### config.mk
export PLATFORM = sky130hd
export DESIGN_NAME = qpp_interleave_ctrl
export DESIGN_NICKNAME = d
export VERILOG_FILES = /design/src/rtl/qpp_interleave_ctrl.sv
export SDC_FILE = /design/constraint.sdc
export NUM_CORES = 1
export LEC_CHECK = 0
export CAP_MARGIN = 20
export CELL_PAD_IN_SITES_DETAIL_PLACEMENT = 1
export CELL_PAD_IN_SITES_GLOBAL_PLACEMENT = 1
export CORE_ASPECT_RATIO = 0.6
export CORE_UTILIZATION = 45
export DETAILED_ROUTE_END_ITERATION = 16
export PLACE_DENSITY_LB_ADDON = 0.1
export SLEW_MARGIN = 20
export SYNTH_ARGS = -nofsm -noshare
export SYNTH_HDL_FRONTEND = slang
export SYNTH_SLANG_ARGS = --single-unit
### constraint.sdc
create_clock -name clk -period 6.54 [get_ports clk]
set_clock_uncertainty 0.2 [all_clocks]
set_input_delay 0.981 -clock clk [delete_from_list [all_inputs] [get_ports clk]]
set_output_delay 0.981 -clock clk [all_outputs]
set_load 0.05 [all_outputs]
### src/rtl/qpp_interleave_ctrl.sv
// qpp_interleave_ctrl: buffers one K-symbol block, replays it in QPP order pi(i) = (F1*i + F2*i*i) mod K.
// Latency: out_data registered 1 cycle after each load; base build block period is 2K+1 cycles.
// Backpressure: out_ready low freezes out_data/out_last; in_ready low while draining (QPP_PINGPONG_EN: two banks overlap fill/drain).
module qpp_interleave_ctrl #(
    parameter int K      = 256,
    parameter int F1     = 15,
    parameter int F2     = 32,
    parameter int DATA_W = 1,
    parameter int ADDR_W = 8
) (
    input  logic              clk,
    input  logic              rst,
    input  logic              in_valid,
    input  logic [DATA_W-1:0] in_data,
    output logic              in_ready,
    output logic              out_valid,
    output logic [DATA_W-1:0] out_data,
    output logic              out_last,
    input  logic              out_ready,
    output logic              busy,
    output logic              blk_done
);

    localparam logic [ADDR_W:0]   K_LAST = (ADDR_W+1)'(K - 1);
    localparam logic [ADDR_W-1:0] W_LAST = ADDR_W'(K - 1);
    localparam logic [ADDR_W-1:0] KMOD   = ADDR_W'(K);
    localparam logic [ADDR_W-1:0] G_INIT = ADDR_W'((F1 + F2) % K);
    localparam logic [ADDR_W-1:0] G_STEP = ADDR_W'((2 * F2) % K);

    // Write side
    logic [ADDR_W-1:0] r_wcnt;
    logic              w_in_ready;
    logic              w_wr;
    logic              w_fill_last;

    // Read side: r_pi/r_g implement the second-order recurrence of the QPP polynomial
    logic [ADDR_W:0]   r_rcnt;
    logic [ADDR_W-1:0] r_pi;
    logic [ADDR_W-1:0] r_g;
    logic              r_out_valid;
    logic              r_out_last;
    logic [DATA_W-1:0] r_out_data;
    logic              w_can_rd;
    logic              w_ld;
    logic              w_ld_last;
    logic              w_done;
    logic              w_rd_wrap;
    logic [DATA_W-1:0] w_rd_dat;
    logic [ADDR_W:0]   w_pi_sum;
    logic [ADDR_W:0]   w_g_sum;
    logic [ADDR_W-1:0] w_pi_nxt;
    logic [ADDR_W-1:0] w_g_nxt;

`ifdef QPP_PINGPONG_EN
    logic [DATA_W-1:0] r_mem [0:1][0:K-1];
    logic              r_wb;
    logic              r_rb;
    logic [1:0]        r_full;

    // A bank is writable only once its previous drain has fully handshaken out
    assign w_in_ready = !r_full[r_wb];
    assign w_can_rd   = r_full[r_rb];
    // Read pointers rewind on the last load so the next bank can start back-to-back
    assign w_rd_wrap  = w_ld && w_ld_last;
    assign w_rd_dat   = r_mem[r_rb][r_pi];
    assign busy       = r_full[r_rb] || r_out_valid;

    // Store accepted symbols into the current write bank
    always_ff @(posedge clk) begin
        if (w_wr) r_mem[r_wb][r_wcnt] <= in_data;
    end

    // Bank pointers: write bank flips on fill completion, read bank on last load
    always_ff @(posedge clk) begin
        if (rst) begin
            r_wb <= 1'b0;
            r_rb <= 1'b0;
        end else begin
            if (w_fill_last) r_wb <= ~r_wb;
            if (w_rd_wrap)   r_rb <= ~r_rb;
        end
    end

    // Bank occupancy: set when filled, cleared when its last symbol is taken downstream
    always_ff @(posedge clk) begin
        if (rst) begin
            r_full <= 2'b00;
        end else begin
            if (w_fill_last) r_full[r_wb]  <= 1'b1;
            if (w_done)      r_full[~r_rb] <= 1'b0;
        end
    end
`else
    localparam logic [ADDR_W:0] KW      = (ADDR_W+1)'(K);
    localparam logic [0:0]      S_FILL  = 1'b0;
    localparam logic [0:0]      S_DRAIN = 1'b1;

    logic [DATA_W-1:0] r_mem [0:K-1];
    logic [0:0]        r_state;

    assign w_in_ready = (r_state == S_FILL);
    assign w_can_rd   = (r_state == S_DRAIN) && (r_rcnt < KW);
    assign w_rd_wrap  = w_done;
    assign w_rd_dat   = r_mem[r_pi];
    assign busy       = (r_state == S_DRAIN) || r_out_valid;

    // Store accepted symbols in arrival order
    always_ff @(posedge clk) begin
        if (w_wr) r_mem[r_wcnt] <= in_data;
    end

    // FILL/DRAIN sequencing; a block is released only after its last handshake
    always_ff @(posedge clk) begin
        if (rst)                                    r_state <= S_FILL;
        else if (r_state == S_FILL  && w_fill_last) r_state <= S_DRAIN;
        else if (r_state == S_DRAIN && w_done)      r_state <= S_FILL;
    end
`endif

    assign in_ready    = w_in_ready;
    assign w_wr        = in_valid && w_in_ready;
    assign w_fill_last = w_wr && (r_wcnt == W_LAST);
    assign w_ld        = w_can_rd && (!r_out_valid || out_ready);
    assign w_ld_last   = (r_rcnt == K_LAST);
    assign w_done      = r_out_valid && out_ready && r_out_last;

    // Both addends are below K, so one conditional subtract is a full mod K
    assign w_pi_sum = {1'b0, r_pi} + {1'b0, r_g};
    assign w_g_sum  = {1'b0, r_g}  + {1'b0, G_STEP};
    assign w_pi_nxt = (w_pi_sum >= (ADDR_W+1)'(K)) ? (w_pi_sum[ADDR_W-1:0] - KMOD) : w_pi_sum[ADDR_W-1:0];
    assign w_g_nxt  = (w_g_sum  >= (ADDR_W+1)'(K)) ? (w_g_sum[ADDR_W-1:0]  - KMOD) : w_g_sum[ADDR_W-1:0];

    // Write address counter, wraps at the end of each block
    always_ff @(posedge clk) begin
        if (rst)       r_wcnt <= '0;
        else if (w_wr) r_wcnt <= (r_wcnt == W_LAST) ? '0 : r_wcnt + 1'b1;
    end

    // Permuted read address generator and read count
    always_ff @(posedge clk) begin
        if (rst || w_rd_wrap) begin
            r_rcnt <= '0;
            r_pi   <= '0;
            r_g    <= G_INIT;
        end else if (w_ld) begin
            r_rcnt <= r_rcnt + 1'b1;
            r_pi   <= w_pi_nxt;
            r_g    <= w_g_nxt;
        end
    end

    // Output register: load on free slot, hold under stall, clear after handshake
    always_ff @(posedge clk) begin
        if (rst) begin
            r_out_valid <= 1'b0;
            r_out_last  <= 1'b0;
            r_out_data  <= '0;
        end else if (w_ld) begin
            r_out_valid <= 1'b1;
            r_out_last  <= w_ld_last;
            r_out_data  <= w_rd_dat;
        end else if (out_ready) begin
            r_out_valid <= 1'b0;
            r_out_last  <= 1'b0;
        end
    end

    assign out_valid = r_out_valid;
    assign out_last  = r_out_last;
    assign out_data  = r_out_data;
    assign blk_done  = w_done;

endmodule

Word level (Yosys, flattened, before mapping)
Memories as Yosys holds them, arrays and structs flattened. A register that Yosys moved wholly into a read port is not among the register bits.
Index checks and enable logic that the tools add are counted.
{"block": "totals", "ff_bits": 36, "in_bits": 5, "mem_bits_rw": 256, "mem_count": 1, "out_inout_bits": 6}
{"block": "op_classes", "mux": 8, "n_eq_ne": 2, "n_reduce_logical": 14, "addsub": 4, "order_cmp": 1, "bitwise_logic": 1}
{"memory": "r_mem", "depth": 256, "width": 1, "rd": 1, "rd_ports_with_merged_regs": 1, "wr": 1, "line_no": "98", "text": "logic [DATA_W-1:0] r_mem [0:K-1];"}
{"operator": "$add 9x1->9 const B", "n": 1}
{"operator": "$eq 9x8->1 const B", "n": 1}
{"operator": "$lt 9x9->1 const B", "n": 1}
{"operator": "$add 8x1->8 const B", "n": 1}
{"operator": "$add 8x7->8 const B", "n": 1}
{"operator": "$add 8x8->8", "n": 1}
{"operator": "$eq 8x8->1 const B", "n": 1}
{"operator": "$logic_and 1x1->1", "n": 8}
{"operator": "$mux 8", "n": 1}
{"operator": "$mux 1", "n": 7}
{"operator": "$reduce_bool 2->1", "n": 2}
{"operator": "$logic_or 1x1->1", "n": 3}
{"operator": "$logic_not 1->1", "n": 1}
{"operator": "$not 1->1", "n": 1}

Longest topological paths before layout
Gate-level depths: netlist of the first run.
{"block": "logic_depth", "ltp_word": 5, "mapped_depth": 11}

Worst setup path after synthesis of the first run
Ideal clock, no wire load.
{"block": "synth_path", "kind": "input port to flip-flop", "startpoint": "input in_valid", "endpoint": "memory r_mem[236] (enable)", "cell_stages": 6, "path_buffers": 3, "setup_time_ns": 0.301, "path_slack_ns": 3.905, "arrival_ns": 2.133, "cell_sequence": "nor2b_1 > clkbuf_1 > clkbuf_1 > nand4_1 > clkbuf_1 > nor2_1"}
{"block": "synth_via", "elab_chain_cells": 3}
{"item": "start: declaration", "line_no": "13", "text": "input logic in_valid,"}
{"item": "$logic_and 1x1->1", "line_no": "121", "text": "assign w_wr = in_valid && w_in_ready;"}
{"item": "$mux 1", "line_no": "109", "text": "if (w_wr) r_mem[r_wcnt] <= in_data;"}
{"item": "$mux 1 (implied by the code)", "line_no": "109"}
{"item": "end: declaration", "line_no": "98"}
No other way between the ends.

==> summary.md, run 1 <==
| Metric | Value |
|---|---|
| CP endpoint kind | register |
| DP Wirelength | 20600 µm |
| Final wirelength | 34000 µm |
| P per Cell Area | 269 nW/µm² |
| Seq cells post-synth | 287 |
| Die Y | 133 µm |
| Pre-CTS setup slack | 2380 ps |
| Worst relative slew slack | 22.2% |
| IO Pins | 11 |
| Layout cells sized above 1 | 10.7% |
| Synthesized instance count | 985 |
| Initial core utilization | 46.4% |
| RSZ-0062 raised after global routing | false |
| DRT iter0 DRCs | 792 |
| ANT nets after route | 0 |
| # fillers | 2798 |
| IO buf count | 10 |
| Tmin final | 3830 ps |
| Worst EP required | 6760 ps |
| Distinct cells, synth | 60 |
| Root buffer cell | clkbuf_16 |
| Max cap viols | 0 |
| Hold/Removal Path Class | reg2reg |
| First-pass GRT wire length | 51200 µm |
| Top FF cell, synth | edfxtp_1 |
| CTS Hold Bufs | 0 |
| Row Count | 47 |
| Global route hottest layer | met1 |
| Synthesized area per cell | 13.1 µm² |
| Total congestion overflow | 0 |
| Die Footprint | 29400 µm² |
| Area Growth Syn to Fin | 8.51% |
| CTS Buffer Depth | 3 |
| Initial antenna violation count | 0 |
| FMAX | 0.261 GHz |
| Syn_nets | 998 |
| Most frequent cells in the layout | nor2_1, edfxtp_1, nand2_1, mux2i_1, mux4_2 |
| Worst slew pin tran | 1160 ps |
| Mapped cell area | 12900 µm² |
| Synth async-reset ratio | 0% |
| Pre-antenna DRT Iters | 5 |
| Routed len/inst | 25.2 µm |
| Met1 Resource Use GR | 38.1% |
| GR Layer Usage met3 | 4.39% |
| Cts repair resizes | 0 |
| Critical-path maximum fanout | 27 |
| DRC Markers | 0 |
| Setup Viol. Count Final | 0 |
| DR vias | 7926 |
| Die Wd | 221 µm |
| Leading cell type in the layout, fill and taps excluded | nor2_1 |
| Vias in the first global route | 7785 |
| Seq/Total Area, Yosys | 64.2% |
| Nets | 972 |
| Core area | 27900 µm² |
| Setup TNS | 0 ps |
| Synth Warn # | 0 |
| Kind of critical path | reg2reg |
| Met2 usage | 33.5% |
| Slew Limit Fails | 0 |
| Worst skew pair latency | 560 ps |
| # H-tree levels | 1 |
| Clk sink count | 287 |
| Largest net degree at the start of global routing | 166 |
| Post-synth EDFFs | 256 |
| Leak Pwr | 4.17 nW |
| TritonCTS buffer count | 29 |
| Status | finished, final reports clean |
| CTS tree | done |
| Setup slack after layout | 2710 ps |
| Setup Fix Bufs, Post-CTS | 0 |
| Final Cycle Share | 58.6% |
| Peak supply drop | 171 µV |
| Crit start category | register |
| N_diodes | 0 |
| Global placement routability congestion | 0.807 |
| Crit path DAT | 4060 ps |
| Final hold vios | 0 |
| Vias per inst | 5.88 |
| Tot GR Track Use | 23.6% |
| Clock slew at reported path FFs | 70 ps |
-- power breakdown --
| group | switching (mW) | total (mW) | internal, mW |
|---|---|---|---|
| clock | 0.709 | 1.72 | 1.01 |
| sequential | 0.00298 | 2.00 | 2.00 |
| combinational | 0.0519 | 0.0612 | 0.00922 |
| total | 0.764 | 3.78 | 3.02 |
-- critical path: stages, from the launching register on --
cell	delay, ps
dfxtp_2	840
and2_1	880
a221oi_1	390
o21ai_0	280
o2111ai_1	130
o21ai_0	620
o32a_1	260
a311oi_2	80
-- path summary, 6_finish.rpt --
kind                                from                     end  slack (ps)  depth (start not counted)
setup reg to reg    r_pi[1]$_SDFFE_PP0P_   out_data$_SDFFE_PP0P_        2710                          7
hold / removal    r_rcnt[5]$_SDFFE_PP0P_  r_rcnt[5]$_SDFFE_PP0P_         300                          2
setup / recovery    r_pi[1]$_SDFFE_PP0P_   out_data$_SDFFE_PP0P_        2710                          7
hold reg to reg   r_rcnt[5]$_SDFFE_PP0P_  r_rcnt[5]$_SDFFE_PP0P_         300                          2
-- flip-flops by register name (all words and copies together) (netlist names) --
register and count:
r_mem 256, r_rcnt 9, r_pi 8, r_wcnt 8, r_g 2, out_data 1
out_last 1, out_valid 1, r_state 1
-- metrics by stage --
stage	util (%)	total power [mW]	area (µm²)	hold slack, ps	cells
after floorplan	-	2.06	12900	254	985
after global placement	46.9	2.10	13100	271	1295
after detailed placement	46.9	2.10	13100	284	1295
after CTS	50.3	3.81	14000	296	1349
after global routing	50.3	3.88	14000	342	1349
final	50.3	3.78	14000	295	1349
-- cell families (layout without fill, tap and decap cells) --
logic type / count (synthesis) / in the layout / synth area share, %
AO/OA/AOI/OAI: 70 / 70 / 3.96
XOR/XNOR: 21 / 21 / 1.42
adder cells (fa/ha/maj): 8 / 8 / 0.774
buffers and inverters: 86 / 83 / 4.19
flip-flops: 287 / 287 / 64.2
multiplexers: 89 / 89 / 11.9
AND/OR/NAND/NOR: 424 / 424 / 13.5
-- area by class of cell --
cell class | count | area, µm² | area share [%]
clock inverter | 19 | 221 | 1.58
inverter | 11 | 41.3 | 0.294
clock buffer | 35 | 748 | 5.33
sequential | 287 | 8310 | 59.2
timing repair buffer | 18 | 161 | 1.15
multi-input combinational | 612 | 4090 | 29.1
tap | 367 | 459 | 3.27
-- metal layers --
metal	part of all wire, %	routed length, µm
met1	50	17000
met3	6.7	2290
met2	42	14200
met5	0	0
met4	1.4	489
-- Yosys cell counts (5+ instances only) --
library cell | count | share of area, %
buf_6 | 5 | 0.44
o21ai_0 | 13 | 0.50
mux4_2 | 32 | 5.6
xor2_1 | 11 | 0.75
dfxtp_1 | 31 | 4.8
nand2_1 | 51 | 1.5
mux4_1 | 15 | 3.0
nand3_1 | 28 | 1.1
ha_1 | 8 | 0.77
a21oi_1 | 13 | 0.50
edfxtp_1 | 256 | 59
nor2b_1 | 8 | 0.39
nor2_1 | 303 | 8.8
a221oi_1 | 8 | 0.54
xnor2_1 | 10 | 0.68
nand4_1 | 11 | 0.53
clkbuf_1 | 46 | 1.3
inv_1 | 10 | 0.29
buf_2 | 5 | 0.19
mux2i_1 | 34 | 2.6
clkbuf_8 | 7 | 0.75
mux2_2 | 8 | 0.70
Note: power is estimated with default switching activity, not from simulation.
==> inputs of run 2 (changes only) <==
- clock period: 6.54 -> 3.3 ns (I/O delays scaled with it)
==> summary.md, run 2 (same netlist as run 1, synthesis figures left out) <==
| Metric | Value |
|---|---|
| Leak Pwr | 4.34 nW |
| Status | finished, final reports clean |
| Die Footprint | 29400 µm² |
| Cts repair resizes | 0 |
| Worst skew pair latency | 550 ps |
| N_diodes | 0 |
| R2r startpoint | r_pi[0]$_SDFFE_PP0P_ |
| Layout cells sized above 1 | 13.7% |
| Initial antenna violation count | 0 |
| Placed cell count | 1336 |
| FMAX | 0.316 GHz |
| IO Pins | 11 |
| WP buf/inv | 0 |
| Area Growth Syn to Fin | 10.5% |
| Routed len/inst | 26.1 µm |
| Peak supply drop | 379 µV |
| IO buf count | 10 |
| Max cap viols | 0 |
| Crit path DAT | 3400 ps |
| Hold path endpoint | r_mem[123]$_DFFE_PP_ |
| Tmin final | 3170 ps |
| P per Cell Area | 499 nW/µm² |
| Tot GR Track Use | 25.3% |
| Core area | 27900 µm² |
| Max reg flops | 256 |
| Worst EP required | 3530 ps |
| Final hold vios | 0 |
| First-pass GRT wire length | 54200 µm |
| Worst slew pin tran | 784 ps |
| CTS Buffer Depth | 3 |
| Final wirelength | 36200 µm |
| Reg area | 8310 µm² |
| Final Cycle Share | 96.0% |
| CP endpoint kind | register |
| Clock slew at reported path FFs | 70 ps |
| FF-to-FF path depth | 6 |
| Clk sink count | 287 |
| Global placement routability congestion | 0.858 |
| Largest regs | r_mem: 256 flops, r_rcnt: 9 flops |
| Critical-path maximum fanout | 15 |
| DP Wirelength | 22900 µm |
| Crit path max-delay cell type | mux4_1 |
| Hold slack | 183 ps |
| Crit start category | register |
| Largest net degree at the start of global routing | 100 |
| Die Wd | 221 µm |
| Most frequent cells in the layout | nor2_1, edfxtp_1, nand2_1, buf_4, mux2i_1 |
| WHS Path Cells | 1 |
| Setup Viol. Count Final | 0 |
| CP Cell Sequence | mux4_1, mux2i_1, o211ai_1, or4_1, nand3_1, a311oi_2 |
| Die Y | 133 µm |
| DRT iter0 DRCs | 833 |
| TritonCTS buffer count | 28 |
| Total congestion overflow | 0 |
| # H-tree levels | 1 |
| DR vias | 8118 |
| Nets | 1013 |
| Pre-CTS setup slack | -19.7 ps |
| CTS tree | done |
| Crit Reg-Reg Endpoint | out_data$_SDFFE_PP0P_ |
| ANT nets after route | 0 |
| Initial core utilization | 46.4% |
| Fin util | 51.3% |
| Leading cell type in the layout, fill and taps excluded | nor2_1 |
| Root buffer cell | clkbuf_16 |
| Kind of critical path | reg2reg |
| Critical Path Max Stage Delay | 650 ps |
| R2r setup slk | 130 ps |
| Vias in the first global route | 8133 |
| Multi-input logic area | 4080 µm² |
| CTS Hold Bufs | 0 |
| Slew Limit Fails | 0 |
| Hold/Removal Path Class | in2reg |
| Min-delay src | in_data |
| DRC Markers | 0 |
| Most flop-heavy register | r_mem |
| Vias per inst | 5.85 |
| # fillers | 2834 |
| Setup slack after layout | 132 ps |
| Setup TNS | 0 ps |
| Top Family by Delay on Critical Path | multiplexers |
| Row Count | 47 |
| Final Non-Filler Cells | 1388 |
| Worst relative slew slack | 47.6% |
| RSZ-0062 raised after global routing | false |
| Pre-antenna DRT Iters | 7 |
[run 2: changes by cell type in the layout (fill, tap and decap cells not counted)]
cell	before	now
buf_12	0	6
inv_6	1	0
nor2b_2	2	1
clkinvlp_4	2	0
clkbuf_1	6	4
clkinv_4	0	1
bufinv_16	5	1
nor2b_1	6	7
clkinv_1	6	11
buf_4	8	44
[run 2: worst max path at each step]
stage | from | endpoint | slack, ps | cells past startpoint
2_1_floorplan | r_pi[0]$_SDFFE_PP0P_ | out_data$_SDFFE_PP0P_ | 1020 | 8
3_3_place_gp | r_pi[0]$_SDFFE_PP0P_ | out_data$_SDFFE_PP0P_ | -10 | 6
3_5_place_dp | r_pi[0]$_SDFFE_PP0P_ | out_data$_SDFFE_PP0P_ | -20 | 6
4_1_cts | r_pi[0]$_SDFFE_PP0P_ | out_data$_SDFFE_PP0P_ | 160 | 6
5_1_grt | r_pi[0]$_SDFFE_PP0P_ | out_data$_SDFFE_PP0P_ | 70 | 6
6_report | r_pi[0]$_SDFFE_PP0P_ | out_data$_SDFFE_PP0P_ | 130 | 6
[run 2: worst register-to-register path, delay by kind of cell, from the launching register on]
kind / cells / cell delay, ps
flops: 1 / 600
mux: 2 / 1090
simple gates: 2 / 720
compound gates: 2 / 420
[run 2: stage by stage]
step                cell area [µm²]  total power [mW]
floorplan                     12900              4.08
global placement              13400              4.17
detailed placement            13400              4.17
CTS                           14300              7.20
global route                  14300              7.31
finish                        14300              7.14
[run 2: final cells by class]
type / instances / area share, %
flip-flops and latches: 287 / 58.2
multi-input cells: 612 / 28.6
clock buffers: 33 / 5.18
repair buffers: 60 / 3.86
well taps: 367 / 3.21
clock inverters: 18 / 0.735
inverters: 11 / 0.289
[run 2: routing by layer]
metal	vias to the layer above	wire [µm]	GRT usage, %
met5	-	0	0
met4	0	787	6.29
met3	54	2590	4.87
met2	268	15400	36.7
met1	4196	17400	39.1
li1	3600	-	-
[run 2: what timing repair did]
item | in CTS | in global routing
setup buffers | 1 | 0
endpoints found under the hold margin | 0 | 0
endpoints found under the setup margin | 1 | 0
[run 2: power breakdown]
part | switching [mW] | internal [mW]
Sequential | 0.00503 | 3.95
Clock | 1.37 | 1.67
Combinational | 0.109 | 0.0288
==> inputs of run 3 (changes only) <==
- clock period: 3.3 -> 3 ns (I/O delays scaled with it)
==> summary.md, run 3 (same netlist as run 1, synthesis figures left out) <==
| Metric | Value |
|---|---|
| Status | finished, final reports clean |
| # H-tree levels | 1 |
| Pre-antenna DRT Iters | 5 |
| Vias in the first global route | 8222 |
| Final wirelength | 36900 µm |
| TritonCTS buffer count | 28 |
| First-pass GRT wire length | 55000 µm |
| DP Wirelength | 23600 µm |
| Die Wd | 221 µm |
| Pint | 6.44 mW |
| CTS Buffer Depth | 3 |
| Psw | 1.62 mW |
| Final hold vios | 0 |
| CP endpoint kind | register |
| Most frequent cells in the layout | nor2_1, edfxtp_1, buf_4, nand2_1, mux2i_1 |
| CP Cell Sequence | buf_4, mux4_1, nand2_1, and3_1, a311oi_2, a211oi_1, o32a_1, a311oi_2 |
| Total congestion overflow | 0 |
| Clk sink count | 287 |
| Routed len/inst | 26.2 µm |
| Tmin final | 2860 ps |
| DRT iter0 DRCs | 848 |
| Final Cycle Share | 95.4% |
| CTS tree | done |
| Initial antenna violation count | 0 |
| Global placement routability congestion | 0.870 |
| Crit path DAT | 3090 ps |
| Critical-path maximum fanout | 16 |
| ANT nets after route | 0 |
| Die Y | 133 µm |
| Largest regs | r_mem: 256 flops, r_rcnt: 9 flops |
| Largest net degree at the start of global routing | 82 |
| Die Footprint | 29400 µm² |
| Min-delay src | in_data |
| Leak Pwr | 4.45 nW |
| Setup Viol. Count Final | 0 |
| Cts repair resizes | 0 |
| Worst relative slew slack | 48.7% |
| Critical Path Source | r_pi[0]$_SDFFE_PP0P_ |
| IO buf count | 10 |
| Core area | 27900 µm² |
| Crit path max-delay cell type | dfxtp_4 |
| WP buf/inv | 1 |
| Initial core utilization | 46.4% |
| Top Family by Delay on Critical Path | compound AO/OA/AOI/OAI gates |
| Fin util | 52.0% |
| Hold/Removal Path Class | in2reg |
| P per Cell Area | 556 nW/µm² |
| Area Growth Syn to Fin | 12.1% |
| Max cap viols | 0 |
| IO Pins | 11 |
| Most flop-heavy register | r_mem |
| Critical Path Max Stage Delay | 600 ps |
| DR vias | 8306 |
| Row Count | 47 |
| Hold slack | 205 ps |
| Leading cell type in the layout, fill and taps excluded | nor2_1 |
| Slew Limit Fails | 0 |
| Most used cell, CP | a311oi_2 |
| Tot GR Track Use | 25.6% |
| Clock slew at reported path FFs | 60 ps |
| RSZ-0062 raised after global routing | false |
| Max reg flops | 256 |
| # fillers | 2833 |
| Worst skew pair latency | 560 ps |
| R2r startpoint | r_pi[0]$_SDFFE_PP0P_ |
| Sw frac | 20.2% |
| Worst EP required | 3230 ps |
| Layout cells sized above 1 | 15.1% |
| Worst slew pin tran | 768 ps |
| Flop pwr share | 54.0% |
| Kind of critical path | reg2reg |
| Comb power frac | 2.1% |
| Peak supply drop | 486 µV |
| N_diodes | 0 |
| DRC Markers | 0 |
| FMAX | 0.350 GHz |
| Crit start category | register |
| Vias per inst | 5.91 |
| Clock power share | 43.9% |
| Nets | 1031 |
| Root buffer cell | clkbuf_16 |
-- run 3: timing repair --
item                                    CTS  global route
hold endpoints to repair                  0             0
setup buffers                             1             0
endpoints found under the setup margin    1             0
hold buffers                              0             0
-- run 3: power groups by stage --
stage	Combinational, mW	Sequential, mW	Clock, mW
final	0.167	4.35	3.54
after detailed placement	0.166	4.44	0
after CTS	0.167	4.35	3.60
after global routing	0.179	4.35	3.72
after global placement	0.164	4.44	0
after floorplan	0.0518	4.44	0
-- run 3: final cells by class --
cell class	instances	area, µm²	share of cell area [%]
Sequential cell	287	8310	57.3
Tap cell	367	459	3.17
Clock buffer	40	777	5.36
Clock inverter	10	118	0.811
Inverter	11	41.3	0.285
Multi-Input combinational cell	612	4080	28.2
Timing Repair Buffer	78	709	4.89
-- run 3: through the flow --
stage	cells	area (µm²)	setup slack, ps	total power, mW	TNS, ps
2_1_floorplan	985	12900	723	4.49	0
3_3_place_gp	1354	13600	-13.8	4.60	-13.8
3_5_place_dp	1354	13600	-0.568	4.61	-0.568
4_1_cts	1405	14500	199	8.12	0
5_1_grt	1405	14500	52.0	8.25	0
6_report	1405	14500	139	8.06	0
-- run 3: final timing paths --
path / end / depth (start not counted) / slack (ps)
max: out_data$_SDFFE_PP0P_ / 8 / 140
min reg2reg: r_rcnt[7]$_SDFFE_PP0P_ / 2 / 290
max reg2reg: out_data$_SDFFE_PP0P_ / 8 / 140
min: r_mem[27]$_DFFE_PP_ / 1 / 200
-- run 3: worst reg2reg max path, stage by stage (launching register included) --
cell,delay [ps]
dfxtp_4,600
buf_4,270
mux4_1,580
nand2_1,80
and3_1,170
a311oi_2,50
a211oi_1,430
o32a_1,280
a311oi_2,90
-- run 3: routing by layer --
metal | vias up | GRT usage (%) | part of all wire, %
met3 | 41 | 6.31 | 8.5
li1 | 3636 | - | -
met4 | 0 | 4.90 | 1.7
met5 | - | 0 | 0
met1 | 4331 | 39.8 | 49
met2 | 298 | 36.3 | 41
